$ cat src/rtl/trbuf_arb_if.sv
// Transmit buffer arbiter bus: host port, TCL port, tx lock, RAM port and busy flag.
interface trbuf_arb_if #(
  parameter int unsigned AW = 4,
  parameter int unsigned DW = 8
);
  // Host register access port
  logic          h_req;
  logic          h_we;
  logic [AW-1:0] h_adr;
  logic [DW-1:0] h_wdata;
  logic          h_ack;
  logic [DW-1:0] h_rdata;
  logic          h_err;
  // TCL fetch port
  logic          t_req;
  logic [AW-1:0] t_adr;
  logic          t_ack;
  logic [DW-1:0] t_rdata;
  // Write lock from the transmit control
  logic          tx_lock;
  // Single-port synchronous RAM
  logic [AW-1:0] ram_adr;
  logic          ram_we_b;
  logic [DW-1:0] ram_wdata;
  logic [DW-1:0] ram_rdata;
  // Sequencer status
  logic          busy;

  // Arbiter side
  modport slave (
    input  h_req, h_we, h_adr, h_wdata, t_req, t_adr, tx_lock, ram_rdata,
    output h_ack, h_rdata, h_err, t_ack, t_rdata, ram_adr, ram_we_b, ram_wdata, busy
  );

  // Requesters and RAM side
  modport master (
    output h_req, h_we, h_adr, h_wdata, t_req, t_adr, tx_lock, ram_rdata,
    input  h_ack, h_rdata, h_err, t_ack, t_rdata, ram_adr, ram_we_b, ram_wdata, busy
  );
endinterface

$ cat src/rtl/trbuf_arb.sv
// Round-robin arbiter and 4-cycle access sequencer for the CAN transmit buffer RAM.
// Host writes are rejected (no RAM write, h_err pulsed with h_ack) while tx_lock is set at grant.
module trbuf_arb #(
  parameter int unsigned AW = 4,
  parameter int unsigned DW = 8
) (
  input logic         clk,
  input logic         reset_b,
  trbuf_arb_if.slave  bus
);

  typedef enum logic [1:0] {
    S_IDLE = 2'd0,
    S_ACC  = 2'd1,
    S_CAP  = 2'd2,
    S_ACK  = 2'd3
  } state_t;

  typedef enum logic {
    OWN_HOST = 1'b0,
    OWN_TCL  = 1'b1
  } owner_t;

  state_t        r_state;
  owner_t        r_owner;
  owner_t        r_last;
  logic          r_wr;
  logic          r_lock_hit;
  logic          r_h_ack;
  logic          r_h_err;
  logic [DW-1:0] r_h_rdata;
  logic          r_t_ack;
  logic [DW-1:0] r_t_rdata;
  logic [AW-1:0] r_ram_adr;
  logic          r_ram_we_b;
  logic [DW-1:0] r_ram_wdata;
  logic          r_busy;

  logic          w_grant_t;
  logic          w_grant_h;

  // TCL wins when alone or when the host was served last; host takes everything else.
  assign w_grant_t = bus.t_req & (~bus.h_req | (r_last == OWN_HOST));
  assign w_grant_h = bus.h_req & ~w_grant_t;

  assign bus.h_ack     = r_h_ack;
  assign bus.h_err     = r_h_err;
  assign bus.h_rdata   = r_h_rdata;
  assign bus.t_ack     = r_t_ack;
  assign bus.t_rdata   = r_t_rdata;
  assign bus.ram_adr   = r_ram_adr;
  assign bus.ram_we_b  = r_ram_we_b;
  assign bus.ram_wdata = r_ram_wdata;
  assign bus.busy      = r_busy;

  // Sequencer: grant in IDLE, drive RAM in ACC, capture read data in CAP, pulse ack in ACK.
  always_ff @(posedge clk) begin
    if (!reset_b) begin
      r_state     <= S_IDLE;
      r_owner     <= OWN_HOST;
      r_last      <= OWN_HOST;
      r_wr        <= 1'b0;
      r_lock_hit  <= 1'b0;
      r_h_ack     <= 1'b0;
      r_h_err     <= 1'b0;
      r_h_rdata   <= '0;
      r_t_ack     <= 1'b0;
      r_t_rdata   <= '0;
      r_ram_adr   <= '0;
      r_ram_we_b  <= 1'b1;
      r_ram_wdata <= '0;
      r_busy      <= 1'b0;
    end else begin
      r_h_ack <= 1'b0;
      r_h_err <= 1'b0;
      r_t_ack <= 1'b0;
      case (r_state)
        S_IDLE: begin
          if (w_grant_t) begin
            r_state    <= S_ACC;
            r_busy     <= 1'b1;
            r_owner    <= OWN_TCL;
            r_last     <= OWN_TCL;
            r_ram_adr  <= bus.t_adr;
            r_wr       <= 1'b0;
            r_lock_hit <= 1'b0;
            r_ram_we_b <= 1'b1;
          end else if (w_grant_h) begin
            r_state     <= S_ACC;
            r_busy      <= 1'b1;
            r_owner     <= OWN_HOST;
            r_last      <= OWN_HOST;
            r_ram_adr   <= bus.h_adr;
            r_ram_wdata <= bus.h_wdata;
            r_wr        <= bus.h_we;
            r_lock_hit  <= bus.h_we & bus.tx_lock;
            // Write strobe is registered here so it is live for the whole ACC cycle
            r_ram_we_b  <= ~(bus.h_we & ~bus.tx_lock);
          end
        end
        S_ACC: begin
          r_state    <= S_CAP;
          r_ram_we_b <= 1'b1;
        end
        S_CAP: begin
          r_state <= S_ACK;
          if (r_owner == OWN_TCL) begin
            r_t_rdata <= bus.ram_rdata;
            r_t_ack   <= 1'b1;
          end else begin
            if (!r_wr) begin
              r_h_rdata <= bus.ram_rdata;
            end
            r_h_ack <= 1'b1;
            r_h_err <= r_lock_hit;
          end
        end
        S_ACK: begin
          r_state <= S_IDLE;
          r_busy  <= 1'b0;
        end
      endcase
    end
  end

endmodule
$ cat src/flat_wrapper.sv
// flat-port wrapper written by rule: the top's interface ports become plain ports
module trbuf_arb_flat 
#(
  parameter int unsigned AW = 4,
  parameter int unsigned DW = 8
)
  (clk, reset_b, bus_h_req, bus_h_we, bus_h_adr, bus_h_wdata, bus_t_req, bus_t_adr, bus_tx_lock, bus_ram_rdata, bus_h_ack, bus_h_rdata, bus_h_err, bus_t_ack, bus_t_rdata, bus_ram_adr, bus_ram_we_b, bus_ram_wdata, bus_busy);
  trbuf_arb_if #(.AW(AW), .DW(DW)) bus_i ();
  input logic clk;
  input logic reset_b;
  input wire logic [$bits(bus_i.h_req)-1:0] bus_h_req;
  input wire logic [$bits(bus_i.h_we)-1:0] bus_h_we;
  input wire logic [$bits(bus_i.h_adr)-1:0] bus_h_adr;
  input wire logic [$bits(bus_i.h_wdata)-1:0] bus_h_wdata;
  input wire logic [$bits(bus_i.t_req)-1:0] bus_t_req;
  input wire logic [$bits(bus_i.t_adr)-1:0] bus_t_adr;
  input wire logic [$bits(bus_i.tx_lock)-1:0] bus_tx_lock;
  input wire logic [$bits(bus_i.ram_rdata)-1:0] bus_ram_rdata;
  output wire logic [$bits(bus_i.h_ack)-1:0] bus_h_ack;
  output wire logic [$bits(bus_i.h_rdata)-1:0] bus_h_rdata;
  output wire logic [$bits(bus_i.h_err)-1:0] bus_h_err;
  output wire logic [$bits(bus_i.t_ack)-1:0] bus_t_ack;
  output wire logic [$bits(bus_i.t_rdata)-1:0] bus_t_rdata;
  output wire logic [$bits(bus_i.ram_adr)-1:0] bus_ram_adr;
  output wire logic [$bits(bus_i.ram_we_b)-1:0] bus_ram_we_b;
  output wire logic [$bits(bus_i.ram_wdata)-1:0] bus_ram_wdata;
  output wire logic [$bits(bus_i.busy)-1:0] bus_busy;
  assign bus_i.h_req = bus_h_req;
  assign bus_i.h_we = bus_h_we;
  assign bus_i.h_adr = bus_h_adr;
  assign bus_i.h_wdata = bus_h_wdata;
  assign bus_i.t_req = bus_t_req;
  assign bus_i.t_adr = bus_t_adr;
  assign bus_i.tx_lock = bus_tx_lock;
  assign bus_i.ram_rdata = bus_ram_rdata;
  assign bus_h_ack = bus_i.h_ack;
  assign bus_h_rdata = bus_i.h_rdata;
  assign bus_h_err = bus_i.h_err;
  assign bus_t_ack = bus_i.t_ack;
  assign bus_t_rdata = bus_i.t_rdata;
  assign bus_ram_adr = bus_i.ram_adr;
  assign bus_ram_we_b = bus_i.ram_we_b;
  assign bus_ram_wdata = bus_i.ram_wdata;
  assign bus_busy = bus_i.busy;
  trbuf_arb #(.AW(AW), .DW(DW)) u_core (.clk(clk), .reset_b(reset_b), .bus(bus_i));
endmodule
$ cat config.mk
export PLATFORM = sky130hd
export DESIGN_NAME = trbuf_arb_flat
export DESIGN_NICKNAME = d
export VERILOG_FILES = /design/src/rtl/trbuf_arb_if.sv /design/src/rtl/trbuf_arb.sv /design/src/flat_wrapper.sv
export SDC_FILE = /design/constraint.sdc
export NUM_CORES = 1
export LEC_CHECK = 0
export BUFFER_PORTS_ARGS = -buffer_cell sky130_fd_sc_hd__buf_4
export CORE_MARGIN = 4
export CORE_UTILIZATION = 51
export CTS_CLUSTER_DIAMETER = 200
export DETAILED_ROUTE_END_ITERATION = 16
export GPL_ROUTABILITY_DRIVEN = 0
export GPL_TIMING_DRIVEN = 1
export PLACE_DENSITY = 0.87
export REMOVE_ABC_BUFFERS = 1
export SYNTH_ARGS = -nofsm -noshare
export SYNTH_HDL_FRONTEND = slang
export SYNTH_SLANG_ARGS = --single-unit
export TNS_END_PERCENT = 50
$ cat constraint.sdc
create_clock -name clk -period 4.5 [get_ports clk]
set_input_delay 0.45 -clock clk [delete_from_list [all_inputs] [get_ports clk]]
set_output_delay 0.45 -clock clk [all_outputs]
set_load 0.02 [all_outputs]
# After elaboration in Yosys (flattened, before gate mapping)
# Index checks and enable logic that the tools add are counted.
# totals
input_bits,30
word_cells,61
reg_bits,38
output_inout_bits,33
# classes
bitwise,13
reduce_logical,12
eq_ne,4
n_mux,19
# ops
operator,count
2-to-1 mux 1 bit,12
AND reduction 2 bit,5
2-to-1 mux 4 bit,2
inverter 1 bit,8
one-hot mux 2 bit (4 select lines),1
AND reduction 3 bit,2
nonzero test 2 bit,3
AND 1 bit,4
"== test 2 bit, second input constant",2
2-to-1 mux 2 bit,2
one-hot mux 1 bit (2 select lines),2
"!= test 3 x 1 -> 1 bit, second input constant",1
OR reduction 3 bit,1
"== test 2 x 1 -> 1 bit, second input constant",1
logical NOT 2 bit,1
OR 1 bit,1

# Depth between registers and ports, before layout
# Gate-level depths: netlist of run 1.
# depth
ltp_word,8
mapped_depth,6
depth_no_buf,5

# Worst setup path before layout of run 1
# Ideal clock, no wire load.
# synth_timing
path_kind,register -> register
from,register u_core.r_state[0]
to,register u_core.r_busy (netlist: u_core.bus.busy)
stages_incl_launch_ff,6
synth_period_minus_slack_ps,1435
n_path_buf,0
path_slack_ps,3065
arrival_time_ps,1376
cell_sequence,dfxtp_1 > inv_1 > ha_1 > nor3b_2 > or4b_1 > nand2_1
# synth_between
elab_chain_cells,3
word_cells_on_any_way,6
cone_classes,2 x eq/ne; 1 x mux; 3 x reduce/logical
# synth_lines
item,line,source
from (decl),trbuf_arb.sv:24,state_t r_state;
from (signal assigned),trbuf_arb.sv:59,r_state <= S_IDLE;
from (signal assigned),trbuf_arb.sv:80,r_state <= S_ACC;
from (signal assigned),trbuf_arb.sv:89,r_state <= S_ACC;
logical NOT 2 bit or == test 2 bit (tied branches),trbuf_arb.sv:77,case (r_state)
!= test 3 x 1 -> 1 bit (no line) or nonzero test 2 bit (tied branches),--,
AND reduction 2 bit (no line),--,
to (signal assigned),trbuf_arb.sv:72,r_busy <= 1'b0;
to (signal assigned),trbuf_arb.sv:81,r_busy <= 1'b1;
to (signal assigned),trbuf_arb.sv:90,r_busy <= 1'b1;
to (decl),trbuf_arb.sv:37,logic r_busy;
# Several ways; a longest one is shown, not always the timed one.
# A chain may end at the register's enable or synchronous reset.

# Worst setup path after layout of run 1
# layout_timing
from,register u_core.r_state[0]
to,register u_core.r_h_rdata[7] (netlist: u_core.bus.h_rdata[7])
# layout_between
elab_chain_cells,2
# layout_lines
item,line,source
== test 2 bit,trbuf_arb.sv:77,
AND reduction 3 bit (no line),--,
to (signal assigned),trbuf_arb.sv:112,r_h_rdata <= bus.ram_rdata;
to (decl),trbuf_arb.sv:31,logic [DW-1:0] r_h_rdata;
# No other way between the ends.

==> flow_summary.yaml, run 1 <==
outcome:
  outcome: "complete, no violations"
synthesis:
  synth.distinct_cells: 30
  synth_edf_count: 0
  ys_seq_area_frac: 0.4780
  synthCells: 164
  ys_seq_elements: 38
  synth_area_um2: 1592
  yosysTopAreaCellShare: 0.4780
  ys.flop_type: "dfxtp_1"
  async_reset_ff_frac: 0
  yosys_warnings: 0
  ys_top_cells_by_area: "dfxtp_1 (48%), a21boi_0 (8.5%), mux2i_1 (8.2%), nand3_1 (5.7%), o21ai_0 (4.4%)"
  syn_avg_cell_area_um2: 9.704
  synth_top_area_cell: "dfxtp_1"
drt:
  drt-total-wl_mm: 3.419
  drc: 0
  drt_iter0_drc: 71
  drtPass1Iterations: 4
  wl_per_cell_um: 12.71
  via_per_inst: 4.855
  dr_total_vias: 1306
  ant_nets: 0
placement:
  place_area_um2: 2066
  placedCellCount: 261
  hpwl_mm: 2.582
  io_buffers: 62
sta:
  max_freq_mhz: 577.0
  drv_slew: 0
  rsz0062_at_grt: "false"
  finalHoldViolations: 0
  clock_skew_ns: 0.01152
  worst_pin_slew_ns: 0.5637
  slew_headroom: 0.6237
  setup_viol: 0
  setup-tns-final_ns: 0
  finalCriticalPeriod_ns: 1.733
  post-route-period-util: 0.3851
clock_tree:
  cts.sinks: 38
  cts.path.max_buffers: 2
  cts_resized: 0
  clk_latency_ns: 0.33
  root_buffer: "clkbuf_4"
  ctsHoldBuffers: 0
  cts_buffers: 5
  clk_pin_slew_ns: 0.11
  cts_tree: "done"
  h-tree-depth: 2
  post_cts_buffers: 0
floorplanning:
  core.rowCount: 20
  start_util: 0.5256
  num_io_pins: 63
  die_area_um2: 4078
  core_um2: 3028
  die_h_um: 63.86
  die_w_um: 63.86
critical_path:
  crit_fanout: 13
  r2r_cells: 6
  worstPathCellList: "inv_1, ha_1, nor3b_1, buf_4, mux2i_1, nor2b_1"
  startpoint_type: "register"
  critPathCaptureType: "register"
  crit_arrival_ns: 1.97
  critPathBufInv: 2
  cp.required_ns: 4.73
  crit_family: "adder cells"
  critical_path_depth: 6
  cp_slowest_cell: "ha_1"
  path_class: "reg -> reg"
  max_stage_delay_ns: 0.43
global_route:
  antenna_found_initial: 0
  grt_pass1_wl_mm: 5.733
  grt_max_degree: 40
  grt_pass1_vias: 1220
  overflow: 0
  grt_usage: 0.1774
final_layout:
  finalCoreUtilization: 0.7070
  drive_gt1_frac: 0.3244
  synthToLayoutAreaGrowth_pct: 34.51
  instances_no_fill: 269
  nets: 259
  diodes: 0
  fill_cells: 243
  stdcell_area_um2: 2141
power_and_ir_drop:
  sequentialPowerShare: 0.418
  clkPwrFrac: 0.206
  powerDensity_nw_per_um2: 495.7
  p_int_mw: 0.6928
  ir_drop_mv: 0.4205
  p_leak_nw: 0.9098
  swShare: 0.3471
  switchingPower_mw: 0.3683
  pwr-share-comb: 0.376
worst_hold_path:
  hp-class: "in -> reg"
  min_path_cells: 3
job:
  drv_cap: 0
==> cells in the final DEF (no fill, tap or decap) <==
| master | count |
|---|---|
| buf_4 | 63 |
| dfxtp_1 | 38 |
| nand3_1 | 18 |
| a21boi_0 | 18 |
| nand2_1 | 16 |
| o21ai_0 | 14 |
| mux2i_1 | 13 |
| nor2b_1 | 10 |
| ha_1 | 5 |
| clkbuf_4 | 5 |
| a21oi_1 | 4 |
| inv_1 | 2 |
| clkbuf_1 | 2 |
| nor3b_1 | 1 |
| and2_2 | 1 |
| nand2b_1 | 1 |
| and3b_1 | 1 |
| nand3b_1 | 1 |
| and3_1 | 1 |
| o21a_1 | 1 |
| a21boi_4 | 1 |
| nor4b_1 | 1 |
| nor3b_2 | 1 |
| nor2_1 | 1 |
| o311ai_1 | 1 |
| o211ai_1 | 1 |
| or4b_1 | 1 |
| o311a_2 | 1 |
| and2_1 | 1 |
| bufinv_16 | 1 |
==> sequential cells by signal, summed over array words and instances (netlist names) <==
signal,flops
u_core.bus.h_rdata,8
u_core.bus.ram_wdata,8
u_core.bus.t_rdata,8
u_core.bus.ram_adr,4
u_core.r_state,2
u_core.bus.busy,1
u_core.bus.h_ack,1
u_core.bus.h_err,1
u_core.bus.ram_we_b,1
u_core.bus.t_ack,1
u_core.r_lock_hit,1
u_core.r_owner,1
u_core.r_wr,1
==> path summary, 6_finish.rpt <==
path / from / end / slack, ns
setup / recovery: u_core.r_state[0] / u_core.bus.h_rdata[7] / 2.77
hold reg to reg: u_core.r_lock_hit / u_core.bus.h_err / 0.47
hold / removal: bus_h_wdata[4] / u_core.bus.ram_wdata[4] / 0.38
setup reg to reg: u_core.r_state[0] / u_core.bus.h_rdata[7] / 2.77
==> logic make-up (layout without fill, tap and decap cells) <==
logic type,after synthesis,count (layout),share of synthesized area
compound gates,41,41,0.1753
fa+ha+maj,5,5,0.03931
buf+inv,12,73,0.03852
flops,38,38,0.4780
mux,13,13,0.08176
simple gates,55,55,0.1871
==> metal layers <==
metal,part of all wire,vias up,GRT usage
met1,0.44,591,0.2225
met5,0,-,0
li1,-,690,-
met3,0.040,2,0.04569
met2,0.51,23,0.2877
met4,0.0085,0,0.07278
==> worst reg2reg max path, delay by kind of cell (launching register included) <==
family / cells / cell delay (ns)
flops: 1 / 0.34
simple gates: 2 / 0.31
buf+inv: 2 / 0.35
fa+ha+maj: 1 / 0.43
mux: 1 / 0.22
==> synth_stat cells (2+ instances only) <==
library cell and instances:
a21boi_0 18, a21oi_1 4, buf_2 3, buf_4 2
clkbuf_1 4, dfxtp_1 38, ha_1 5, inv_1 2
mux2i_1 13, nand2_1 16, nand3_1 18, nor2b_1 10
o21ai_0 14
==> through the flow <==
step                      hold slack [ns]  worst slack [ns]  total power, mW
after global placement             0.4526             2.888           0.8425
after floorplan                    0.4294             2.360           0.6963
after global routing               0.3658             2.602            1.136
after CTS                          0.3699             2.765            1.070
after detailed placement           0.4480             2.781           0.8528
final                              0.3769             2.767            1.061
==> power groups by stage <==
stage               Clock (mW)  Combinational [mW]  Sequential [mW]
floorplan                    0               0.191            0.505
global placement             0               0.394            0.449
detailed placement           0               0.402            0.450
CTS                      0.225               0.403            0.443
global route             0.241               0.441            0.453
finish                   0.218               0.399            0.443
==> area by class of cell <==
type                       count  area [µm²]  area share
timing repair buffer          63       473.0      0.2209
clock inverter                 1       30.03     0.01403
clock buffer                   7       45.04     0.02104
multi-input combinational    114       769.5      0.3594
sequential                    38       760.7      0.3553
tap                           44       55.05     0.02572
inverter                       2       7.507    0.003507
Power figures use the tool's default switching activity.
==> run 2, diff against run 1 <==
--- a/config.mk
+++ b/config.mk
@@ -7,12 +7,12 @@
 export LEC_CHECK = 0
 export BUFFER_PORTS_ARGS = -buffer_cell sky130_fd_sc_hd__buf_4
 export CORE_MARGIN = 4
-export CORE_UTILIZATION = 51
+export CORE_UTILIZATION = 47
 export CTS_CLUSTER_DIAMETER = 200
 export DETAILED_ROUTE_END_ITERATION = 16
 export GPL_ROUTABILITY_DRIVEN = 0
 export GPL_TIMING_DRIVEN = 1
-export PLACE_DENSITY = 0.87
+export PLACE_DENSITY = 0.82
 export REMOVE_ABC_BUFFERS = 1
 export SYNTH_ARGS = -nofsm -noshare
 export SYNTH_HDL_FRONTEND = slang
==> constraint.sdc (replaced) <==
create_clock -name clk -period 1.75 [get_ports clk]
set_input_delay 0.175 -clock clk [delete_from_list [all_inputs] [get_ports clk]]
set_output_delay 0.175 -clock clk [all_outputs]
set_load 0.02 [all_outputs]
==> flow_summary.yaml, run 2 (same netlist as run 1, synthesis figures left out) <==
final_layout:
  finalCoreUtilization: 0.6778
  stdcell_area_um2: 2137
  final_common_cell: "buf_4"
  nets: 260
  final_cell_mix: "buf_4 (64), dfxtp_1 (38), nand3_1 (18), a21boi_0 (18), nand2_1 (16)"
  synthToLayoutAreaGrowth_pct: 34.28
  instances_no_fill: 270
  diodes: 0
  drive_gt1_frac: 0.3363
sta:
  hold_slack_ns: 0.07685
  finalHoldViolations: 0
  setup-tns-final_ns: 0
  drv_slew: 0
  finalCriticalPeriod_ns: 1.571
  max_freq_mhz: 636.4
  setup_ws_ns: 0.1786
  setup_viol: 0
  slew_headroom: 0.6300
  post-route-period-util: 0.8980
  worst_pin_slew_ns: 0.5542
  clock_skew_ns: 0.01078
  rsz0062_at_grt: "false"
power_and_ir_drop:
  p_leak_nw: 0.9099
  p_total_mw: 2.687
  switchingPower_mw: 1.007
  swShare: 0.3748
  pwr-share-comb: 0.391
  powerDensity_nw_per_um2: 1258
  clkPwrFrac: 0.183
  sequentialPowerShare: 0.426
  ir_drop_mv: 0.6756
  p_int_mw: 1.680
placement:
  io_buffers: 62
  hpwl_mm: 2.839
  place_area_um2: 2073
  place_ws_ns: 0.2155
  placedCellCount: 262
drt:
  ant_nets: 0
  dr_total_vias: 1379
  wl_per_cell_um: 13.96
  drt_iter0_drc: 62
  drc: 0
  via_per_inst: 5.107
  drtPass1Iterations: 4
  drt-total-wl_mm: 3.770
critical_path:
  max_stage_delay_ns: 0.46
  crit_arrival_ns: 1.87
  critPathBufInv: 1
  cp.required_ns: 2.05
  worstPathCellList: "inv_1, ha_1, nor3b_2, or4b_1, nand2_1"
  cp_slowest_cell: "or4b_1"
  critPathCaptureType: "register"
  crit_family: "simple AND/OR/NAND/NOR gates"
  startpoint_type: "register"
  path_class: "reg -> reg"
  crit_fanout: 7
global_route:
  overflow: 0
  grt_max_degree: 40
  grt_pass1_wl_mm: 6.134
  grt_usage: 0.1853
  antenna_found_initial: 0
  grt_pass1_vias: 1338
clock_tree:
  cts.sinks: 38
  clk_pin_slew_ns: 0.12
  cts_tree: "done"
  cts.path.max_buffers: 2
  root_buffer: "clkbuf_4"
  post_cts_buffers: 0
  ctsHoldBuffers: 0
  cts_resized: 0
  h-tree-depth: 2
  cts_buffers: 5
  clk_latency_ns: 0.36
floorplanning:
  core_um2: 3153
  start_util: 0.5048
  die_w_um: 66.19
  core.rowCount: 20
  die_h_um: 66.19
  die_area_um2: 4381
  num_io_pins: 63
worst_hold_path:
  hp-class: "in -> reg"
job:
  drv_cap: 0
outcome:
  outcome: "complete, no violations"
-- run 2: changes by cell type in the layout (fill, tap and decap cells not counted), sizes merged --
cell      change
clkinvlp      +1
buf           +1
bufinv        -1
clkbuf        -1
clkinv        +1
-- run 2: cell type report --
type / count / area, µm²
timing repair buffer: 64 / 480.5
tap: 44 / 55.05
sequential: 38 / 760.7
fill: 276 / 1016
multi-input combinational: 114 / 769.5
inverter: 2 / 7.507
clock inverter: 2 / 12.51
clock buffer: 6 / 51.30
-- run 2: worst reg2reg max path, stage by stage (launching register included) --
cell and delay, ns:
dfxtp_1 0.39, inv_1 0.10, ha_1 0.28, nor3b_2 0.22
or4b_1 0.46, nand2_1 0.07
-- run 2: final timing paths --
kind	from	endpoint	slack, ns	depth (start not counted)
setup reg to reg	u_core.r_state[0]	u_core.bus.busy	0.18	5
hold / removal	bus_h_wdata[7]	u_core.bus.ram_wdata[7]	0.08	3
setup / recovery	u_core.r_state[0]	u_core.bus.busy	0.18	5
hold reg to reg	u_core.bus.t_rdata[5]	u_core.bus.t_rdata[5]	0.48	2
-- run 2: power groups by stage --
stage	logic (mW)	clock network (mW)	registers, mW
floorplan	0.492	0	1.30
global placement	1.01	0	1.15
detailed placement	1.05	0	1.16
CTS	1.06	0.501	1.15
global route	1.15	0.538	1.18
finish	1.05	0.491	1.15
-- run 2: routing by layer --
metal	up-vias	GRT usage	wire (µm)
li1	697	-	-
met1	638	0.2116	1514
met2	35	0.3234	1980
met3	9	0.03401	188
met4	0	0.09898	87
met5	-	0	0
